===== config.mk =====
export PLATFORM = sky130hd
export DESIGN_NAME = sequence_gen
export DESIGN_NICKNAME = d
export VERILOG_FILES = /design/src/rtl/sequence_gen.sv
export SDC_FILE = /design/constraint.sdc
export NUM_CORES = 1
export LEC_CHECK = 0
export CAP_MARGIN = 25
export CORE_MARGIN = 2
export CORE_UTILIZATION = 45
export DETAILED_ROUTE_END_ITERATION = 7
export HOLD_SLACK_MARGIN = 0.1
export PLACE_DENSITY_LB_ADDON = 0.1
export REMOVE_ABC_BUFFERS = 1
export SLEW_MARGIN = 10
export SYNTH_ARGS = -nofsm -noshare
export SYNTH_HDL_FRONTEND = slang
export SYNTH_SLANG_ARGS = --single-unit

===== constraint.sdc =====
create_clock -name clk -period 3.2 [get_ports clk]
set_clock_uncertainty 0.2 [all_clocks]
set_input_delay 0.8 -clock clk [delete_from_list [all_inputs] [get_ports clk]]
set_output_delay 0.8 -clock clk [all_outputs]
set_load 0.1 [all_outputs]

===== src/rtl/sequence_gen.sv =====
// sequence_gen: serial pattern transmitter, MSB first, with repeats and idle gaps between copies
module sequence_gen #(
  parameter int               PAT_W    = 8,
  parameter logic [PAT_W-1:0] PAT_DEF  = 8'b0111_0001,
  parameter int               CNT_W    = 4,
  parameter int               GAP_CYC  = 0,
  parameter logic             IDLE_BIT = 1'b1
) (
  input  logic             clk,
  input  logic             rst,
  input  logic             start,
  input  logic             use_def,
  input  logic [PAT_W-1:0] pattern_in,
  input  logic [CNT_W-1:0] rep,
  input  logic             abort,
  output logic             a,
  output logic             a_valid,
  output logic             busy,
  output logic             done
);
  localparam int BW = $clog2(PAT_W);
  localparam int GW = $clog2(GAP_CYC + 2);
  typedef enum logic [1:0] {IDLE, SEND, GAP, DONE} state_t;
  state_t state, state_d;
  logic [PAT_W-1:0] pat, pat_d, shreg, shreg_d;
  logic [CNT_W-1:0] rep_cnt, rep_cnt_d;
  logic [BW-1:0] bit_cnt, bit_cnt_d;
  logic [GW-1:0] gap_cnt, gap_cnt_d;
  logic accept, last_bit;
  assign accept   = start && !abort && (state == IDLE || state == DONE);
  assign last_bit = bit_cnt == BW'(PAT_W - 1);
  // next state and counters; abort blocks a start in the same cycle
  always_comb begin
    state_d   = state;
    pat_d     = pat;
    shreg_d   = shreg;
    rep_cnt_d = rep_cnt;
    bit_cnt_d = bit_cnt;
    gap_cnt_d = gap_cnt;
    if (accept) begin
      state_d   = SEND;
      pat_d     = use_def ? PAT_DEF : pattern_in;
      shreg_d   = pat_d;
      rep_cnt_d = rep;
      bit_cnt_d = '0;
    end else if (state == DONE) begin
      state_d = IDLE;
    end else if ((state == SEND || state == GAP) && abort) begin
      state_d   = IDLE;
      rep_cnt_d = '0;
      bit_cnt_d = '0;
      gap_cnt_d = '0;
    end else if (state == SEND && !last_bit) begin
      shreg_d   = shreg << 1;
      bit_cnt_d = bit_cnt + 1'b1;
    end else if (state == SEND && rep_cnt == '0) begin
      state_d   = DONE;
      bit_cnt_d = '0;
    end else if (state == SEND) begin
      state_d   = GAP_CYC == 0 ? SEND : GAP;
      rep_cnt_d = rep_cnt - 1'b1;
      shreg_d   = pat;
      bit_cnt_d = '0;
      gap_cnt_d = '0;
    end else if (state == GAP) begin
      state_d   = gap_cnt == GW'(GAP_CYC - 1) ? SEND : GAP;
      gap_cnt_d = gap_cnt + 1'b1;
    end
  end
  // state register; outputs registered from the next state so they align with it
  always_ff @(posedge clk) begin
    if (rst) begin
      state   <= IDLE;
      pat     <= '0;
      shreg   <= '0;
      rep_cnt <= '0;
      bit_cnt <= '0;
      gap_cnt <= '0;
      a       <= IDLE_BIT;
      a_valid <= 1'b0;
      busy    <= 1'b0;
      done    <= 1'b0;
    end else begin
      state   <= state_d;
      pat     <= pat_d;
      shreg   <= shreg_d;
      rep_cnt <= rep_cnt_d;
      bit_cnt <= bit_cnt_d;
      gap_cnt <= gap_cnt_d;
      a       <= state_d == SEND ? shreg_d[PAT_W-1] : IDLE_BIT;
      a_valid <= state_d == SEND;
      busy    <= state_d == SEND || state_d == GAP;
      done    <= state_d == DONE;
    end
  end
endmodule


==> results of run 1 <==
logic make-up after synthesis:
family | share of synthesized area
fa+ha+maj | 0.0693
simple gates | 0.256
flops | 0.370
buf+inv | 0.0454
compound gates | 0.211
mux | 0.0485
final timing paths:
check                             endpoint  slack, ns  cells after the start
worst min register to register  bit_cnt[2]       0.26                      2
worst max-delay path            rep_cnt[2]       0.69                      5
worst max register to register           a       0.70                      9
worst min-delay path            bit_cnt[2]       0.26                      2
cell usage after synthesis, types with 2 or more instances:
| cell type | count |
|---|---|
| a211oi_1 | 7 |
| a21oi_1 | 8 |
| a22oi_1 | 3 |
| a31oi_1 | 2 |
| a32oi_1 | 5 |
| buf_2 | 2 |
| clkbuf_1 | 4 |
| dfxtp_1 | 30 |
| ha_1 | 9 |
| inv_1 | 8 |
| mux2_2 | 7 |
| nand2_1 | 15 |
| nand2b_1 | 4 |
| nand3_1 | 7 |
| nand3b_1 | 2 |
| nor2_1 | 23 |
| nor2b_1 | 5 |
| nor3_1 | 10 |
| nor4_1 | 2 |
| o211ai_1 | 5 |
| o21ai_0 | 2 |
| o21bai_1 | 3 |
power groups by stage:
stage                     logic [mW]  clock network, mW  registers (mW)
after floorplan                0.558                  0           0.647
after global placement         0.903                  0           0.540
after detailed placement       0.919                  0           0.545
after CTS                      0.924              0.309           0.537
after global routing            1.02              0.336           0.550
final                          0.928              0.303           0.537
routing by layer:
layer,up-vias,track usage
met4,0,0.0771
met1,691,0.279
met5,-,0
met2,36,0.336
met3,6,0.0651
li1,734,-
worst max-delay path, cell delays in order:
cell	delay [ns]
clkdlybuf4s50_1	0.46
and3b_1	0.54
nor4_2	0.15
a32o_1	0.29
a221o_1	0.30
metrics by stage:
| stage | cells | power [mW] | area (µm²) | hold WS (ns) |
|---|---|---|---|---|
| 3_3_place_gp | 250 | 1.44 | 1870 | 0.244 |
| 6_report | 258 | 1.77 | 1940 | 0.265 |
| 2_1_floorplan | 179 | 1.20 | 1580 | 0.227 |
| 4_1_cts | 258 | 1.77 | 1940 | 0.270 |
| 5_1_grt | 258 | 1.91 | 1940 | 0.300 |
| 3_5_place_dp | 250 | 1.46 | 1870 | 0.256 |
flip-flops by register name, summed over array words and instances (netlist names):
name / flops
bit_cnt: 3
rep_cnt: 4
done: 1
shreg: 8
pat: 8
a: 1
gap_cnt: 1
state: 2
busy: 1
a_valid: 1
final cells by class:
type                       count  area share
multi-input combinational    141       0.490
sequential                    30       0.309
timing repair buffer          25       0.117
tap                           46      0.0296
clock buffer                   7      0.0232
clock inverter                 1      0.0155
inverter                       8      0.0155
==> impl_metrics.csv, run 1 <==
group,metric,value,unit
placed_design,pre_cts_ws,0.359,ns
clock_network,cts_post_setup_buffers_inserted,0,
worst_setup_path,worstSetupStartpointType,"input pin",
outcome,run_status,"complete, no violations",
sta,slew-limit-headroom,0.667,
drt,wirelength,4.09,mm
drt,dr_wl_met3,173,µm
clock_network,tritoncts_num_sinks,30,
final_layout,final_common_cell,"dfxtp_1",
drt,route.top_layer_used,"met4",
global_route,grt_util_all_layers,0.215,
drt,route.layer.met1.wl,1.91,mm
clock_network,clock_tree.root_cell,"clkbuf_4",
global_route,grt_max_degree,20,
clock_network,cts_buffers,5,
clock_network,cts-hold-fix-buffers,0,
floorplan,floorplan.die_area,0.00411,mm²
final_layout,synthToLayoutAreaGrowth,19.5,%
final_layout,finalNetCount,237,
logic_synthesis,synth-seq-area-share,0.370,
worst_setup_path,crit_arrival,2.54,ns
sta,layout_min_cycle_time,2.51,ns
pwr,pwr_per_cell_area,910,mW/mm²
clock_network,clk_transition_reported_paths,0.10,ns
sta,worst_slack,0.691,ns
final_layout,post-route-util,0.568,
logic_synthesis,mean_area_per_synthesized_cell,8.69,µm²
drt,drt_iter0_drc,100,
drt,viasPerCell,5.69,
sta,setup_violations,0,
placed_design,hpwl,2.95,mm
floorplan,initial_core_utilization,0.476,
worst_setup_path,crit_start,"abort",
logic_synthesis,post_synth_inst_count,187,
drt,drt-pass1-iter-count,4,
logic_synthesis,synth_cell_type_count,46,
pwr,irDropWorstVdd,0.343,mV
pwr,intPower,0.987,mW
logic_synthesis,dominantRegCellSynth,"dfxtp_1",
clock_network,h-tree-depth,2,
final_layout,seqCellArea,601,µm²
sta,number_of_max_slew_violations_in_the_final_report,0,
final_layout,diodes,0,
pwr,pwr-share-comb,0.525,
logic_synthesis,synth_edf_count,0,
sta,setup_total_negative_slack,0,ns
worst_setup_path,worstPathMaxFanout,10,
pwr,share_clk_of_total_power,0.171,
sta,unrepaired_setup_endpoints_after_global_routing,"false",
worst_setup_path,cp_data_required_time,3.23,ns
drt,met2_wirelength,1.92,mm
drt,drc,0,
final_layout,final_cell_mix,"dfxtp_1 (30), nor2_1 (23), clkdlybuf4s50_1 (16), nand2_1 (15), nor3_1 (10)",
drt,avgRoutedWirePerCell,15.8,µm
placed_design,numPortBuffers,20,
floorplan,rows,21,
global_route,grt_first_pass_wirelength,6.73,mm
floorplan,placeableCoreArea,0.00342,mm²
final_layout,num-fill-cells,324,
worst_setup_path,crit_path_end_kind,"register",
drt,vias,1467,
pwr,share_seq_of_total_power,0.304,
clock_network,clock_tree.buffer_depth,2,
worst_setup_path,crit_type,"in2reg",
pwr,leakagePower,0.749,nW
sta,timing_worst_slew_pin_value,0.495,ns
global_route,antenna_found_initial,0,
global_route,first_global_vias,1410,
logic_synthesis,synth_seq_cells,30,
logic_synthesis,syn_area,0.00163,mm²
logic_synthesis,synthDominantAreaCellType,"dfxtp_1",
pwr,p_sw_frac,0.442,
flow_run,timing.max_cap.violations,0,
logic_synthesis,synthArstFlopShare,0,
hold_path,hold_start,"bit_cnt[2]",
placed_design,rd_place_congestion,0.857,
floorplan,i_o_pins,21,
pwr,total_switching_power,0.781,mW
global_route,grt.overflow.total,0,
logic_synthesis,synth.top_cells.by_area,"dfxtp_1 (37%), ha_1 (6.9%), nor2_1 (5.3%), mux2_2 (4.8%), nand2_1 (3.5%)",
worst_setup_path,critical_path.reg2reg.startpoint,"rep_cnt[0]",
floorplan,dieWidth,64.1,µm
clock_network,tritoncts,"yes",
clock_network,clock_insertion_delay_worst_skew,0.34,ns
sta,report.final.hold_viol_count,0,
logic_synthesis,yosys.area.top_type_share,0.370,
sta,fmaxAchievable,399,MHz
final_layout,post_route_cells_drive_above_1_share,0.132,
logic_synthesis,yosys_warnings,0,
hold_path,hold_path_class,"reg2reg",
sta,timing.final.crit_share,0.784,
floorplan,die_h,64.1,µm
clock_network,post_cts.resized_instances,0,
drt,routed_antenna_nets,0,
final_layout,multiInputGateArea,951,µm²
Power figures use the tool's default switching activity.
==> inputs of run 2 (changes only) <==
Clock period 3.2 ns to 2.3 ns, I/O delays scaled along.
==> run 2 against run 1 <==
  * Non-clock buffer count up 23
  * Design area up 12%
  * Largest power group unchanged
  * Critical path type is now reg2reg
  * Critical endpoint unchanged
  * Clock power up 43%
  * Register-to-register slack worse by 0.62 ns
  * Critical path depth up 2
  * Flip-flop and latch count unchanged
  * Total power up 60%
  * Routed wire length up 9.4%
==> impl_metrics.csv, run 2 (same netlist as run 1, synthesis figures left out) <==
group,metric,value,unit
outcome,run_status,"complete, no violations",
drt,routed_antenna_nets,0,
worst_setup_path,timing.reg2reg.worst_path_depth,7,
clock_network,tritoncts_num_sinks,30,
sta,timing.final.crit_share,0.967,
pwr,report.power.total,2.83,mW
final_layout,diodes,0,
floorplan,placeableCoreArea,0.00342,mm²
worst_setup_path,cp_data_required_time,2.31,ns
worst_setup_path,crit_arrival,2.24,ns
global_route,first_global_vias,1478,
placed_design,placed_area,0.00204,mm²
sta,worst_slack,0.0757,ns
clock_network,clock_insertion_delay_worst_skew,0.32,ns
placed_design,rd_place_congestion,0.856,
worst_setup_path,crit_path_end_kind,"register",
worst_setup_path,crit_type,"reg2reg",
final_layout,synthToLayoutAreaGrowth,34.3,%
worst_setup_path,reg2reg_setup_slack,0.08,ns
sta,timing_worst_slew_pin_value,0.349,ns
floorplan,initial_core_utilization,0.476,
flow_run,timing.max_cap.violations,0,
drt,viasPerCell,5.64,
placed_design,placed_cells,271,
global_route,grt.overflow.total,0,
sta,report.final.hold_viol_count,0,
sta,worst_hold_slack,0.267,ns
placed_design,numPortBuffers,20,
sta,setup_violations,0,
global_route,grt_max_degree,19,
drt,drt_iter0_drc,69,
final_layout,final_cell_mix,"buf_4 (31), dfxtp_1 (29), nor2_1 (23), clkdlybuf4s50_1 (16), nand2_1 (15)",
sta,number_of_max_slew_violations_in_the_final_report,0,
final_layout,largestRegisters,"pat (8), shreg (8), rep_cnt (4)",
clock_network,tritoncts,"yes",
sta,setup_total_negative_slack,0,ns
drt,drt-pass1-iter-count,4,
clock_network,clk_transition_reported_paths,0.10,ns
sta,fmaxAchievable,450,MHz
final_layout,finalNetCount,260,
floorplan,i_o_pins,21,
placed_design,pre_cts_ws,-0.175,ns
floorplan,die_h,64.1,µm
pwr,leakagePower,0.877,nW
pwr,irDropWorstVdd,0.599,mV
clock_network,cts-hold-fix-buffers,0,
clock_network,cts_buffers,5,
final_layout,post-route-util,0.639,
final_layout,design_area,0.00218,mm²
global_route,antenna_found_initial,0,
hold_path,hold_path_class,"reg2reg",
hold_path,timing.hold.worst_path_depth,2,
final_layout,finish.cell_count_without_fillers,280,
global_route,grt_first_pass_wirelength,6.93,mm
sta,slew-limit-headroom,0.765,
sta,layout_min_cycle_time,2.22,ns
drt,drc,0,
clock_network,clock_tree.buffer_depth,2,
drt,vias,1580,
clock_network,h-tree-depth,2,
placed_design,hpwl,3.29,mm
floorplan,dieWidth,64.1,µm
worst_setup_path,worstSetupStartpointType,"register",
final_layout,post_route_cells_drive_above_1_share,0.261,
pwr,pwr_per_cell_area,1300,mW/mm²
drt,wirelength,4.47,mm
final_layout,final_common_cell,"buf_4",
global_route,grt_util_all_layers,0.219,
floorplan,rows,21,
worst_setup_path,worstPathMaxFanout,6,
floorplan,floorplan.die_area,0.00411,mm²
clock_network,clock_tree.root_cell,"clkbuf_4",
drt,avgRoutedWirePerCell,16.0,µm
## run 2: routing by layer
| layer | share of wire | up-vias | track usage |
|---|---|---|---|
| li1 | - | 782 | - |
| met1 | 0.43 | 751 | 0.264 |
| met3 | 0.043 | 7 | 0.0423 |
| met2 | 0.52 | 40 | 0.385 |
| met5 | 0 | - | 0 |
| met4 | 0.010 | 0 | 0.0798 |
## run 2: final cells by class
class / instances / area [µm²]
inverters: 8 / 30.0
clock inverters: 1 / 30.0
repair buffers: 48 / 413
multi-input cells: 141 / 998
well taps: 46 / 57.6
clock buffers: 6 / 51.3
fillers: 288 / 1230
flip-flops and latches: 30 / 602
## run 2: timing repair
action	4_1_cts	5_1_grt
setup buffers	0	2
endpoints found under the setup margin	1	10
hold endpoints to repair	0	0
pin swaps	0	2
gates resized for setup	2	10
## run 2: worst paths after layout
path / to / startpoint
min reg2reg: bit_cnt[2] / bit_cnt[2]
max: rep_cnt[2] / state[0]
min: bit_cnt[2] / bit_cnt[2]
max reg2reg: rep_cnt[2] / state[0]
## run 2: where the power goes
| group | internal, mW | switching (mW) | total, mW |
|---|---|---|---|
| clock | 0.253 | 0.181 | 0.434 |
| sequential | 0.662 | 0.0962 | 0.759 |
| combinational | 0.722 | 0.918 | 1.64 |
| total | 1.64 | 1.20 | 2.83 |
## run 2: critical path, stage by stage (launching register included)
cell and delay, ns:
dfxtp_2 0.40, inv_1 0.08, ha_1 0.37, nor2b_1 0.26, buf_4 0.19, nor4_4 0.05
a32o_1 0.27, a221o_1 0.29
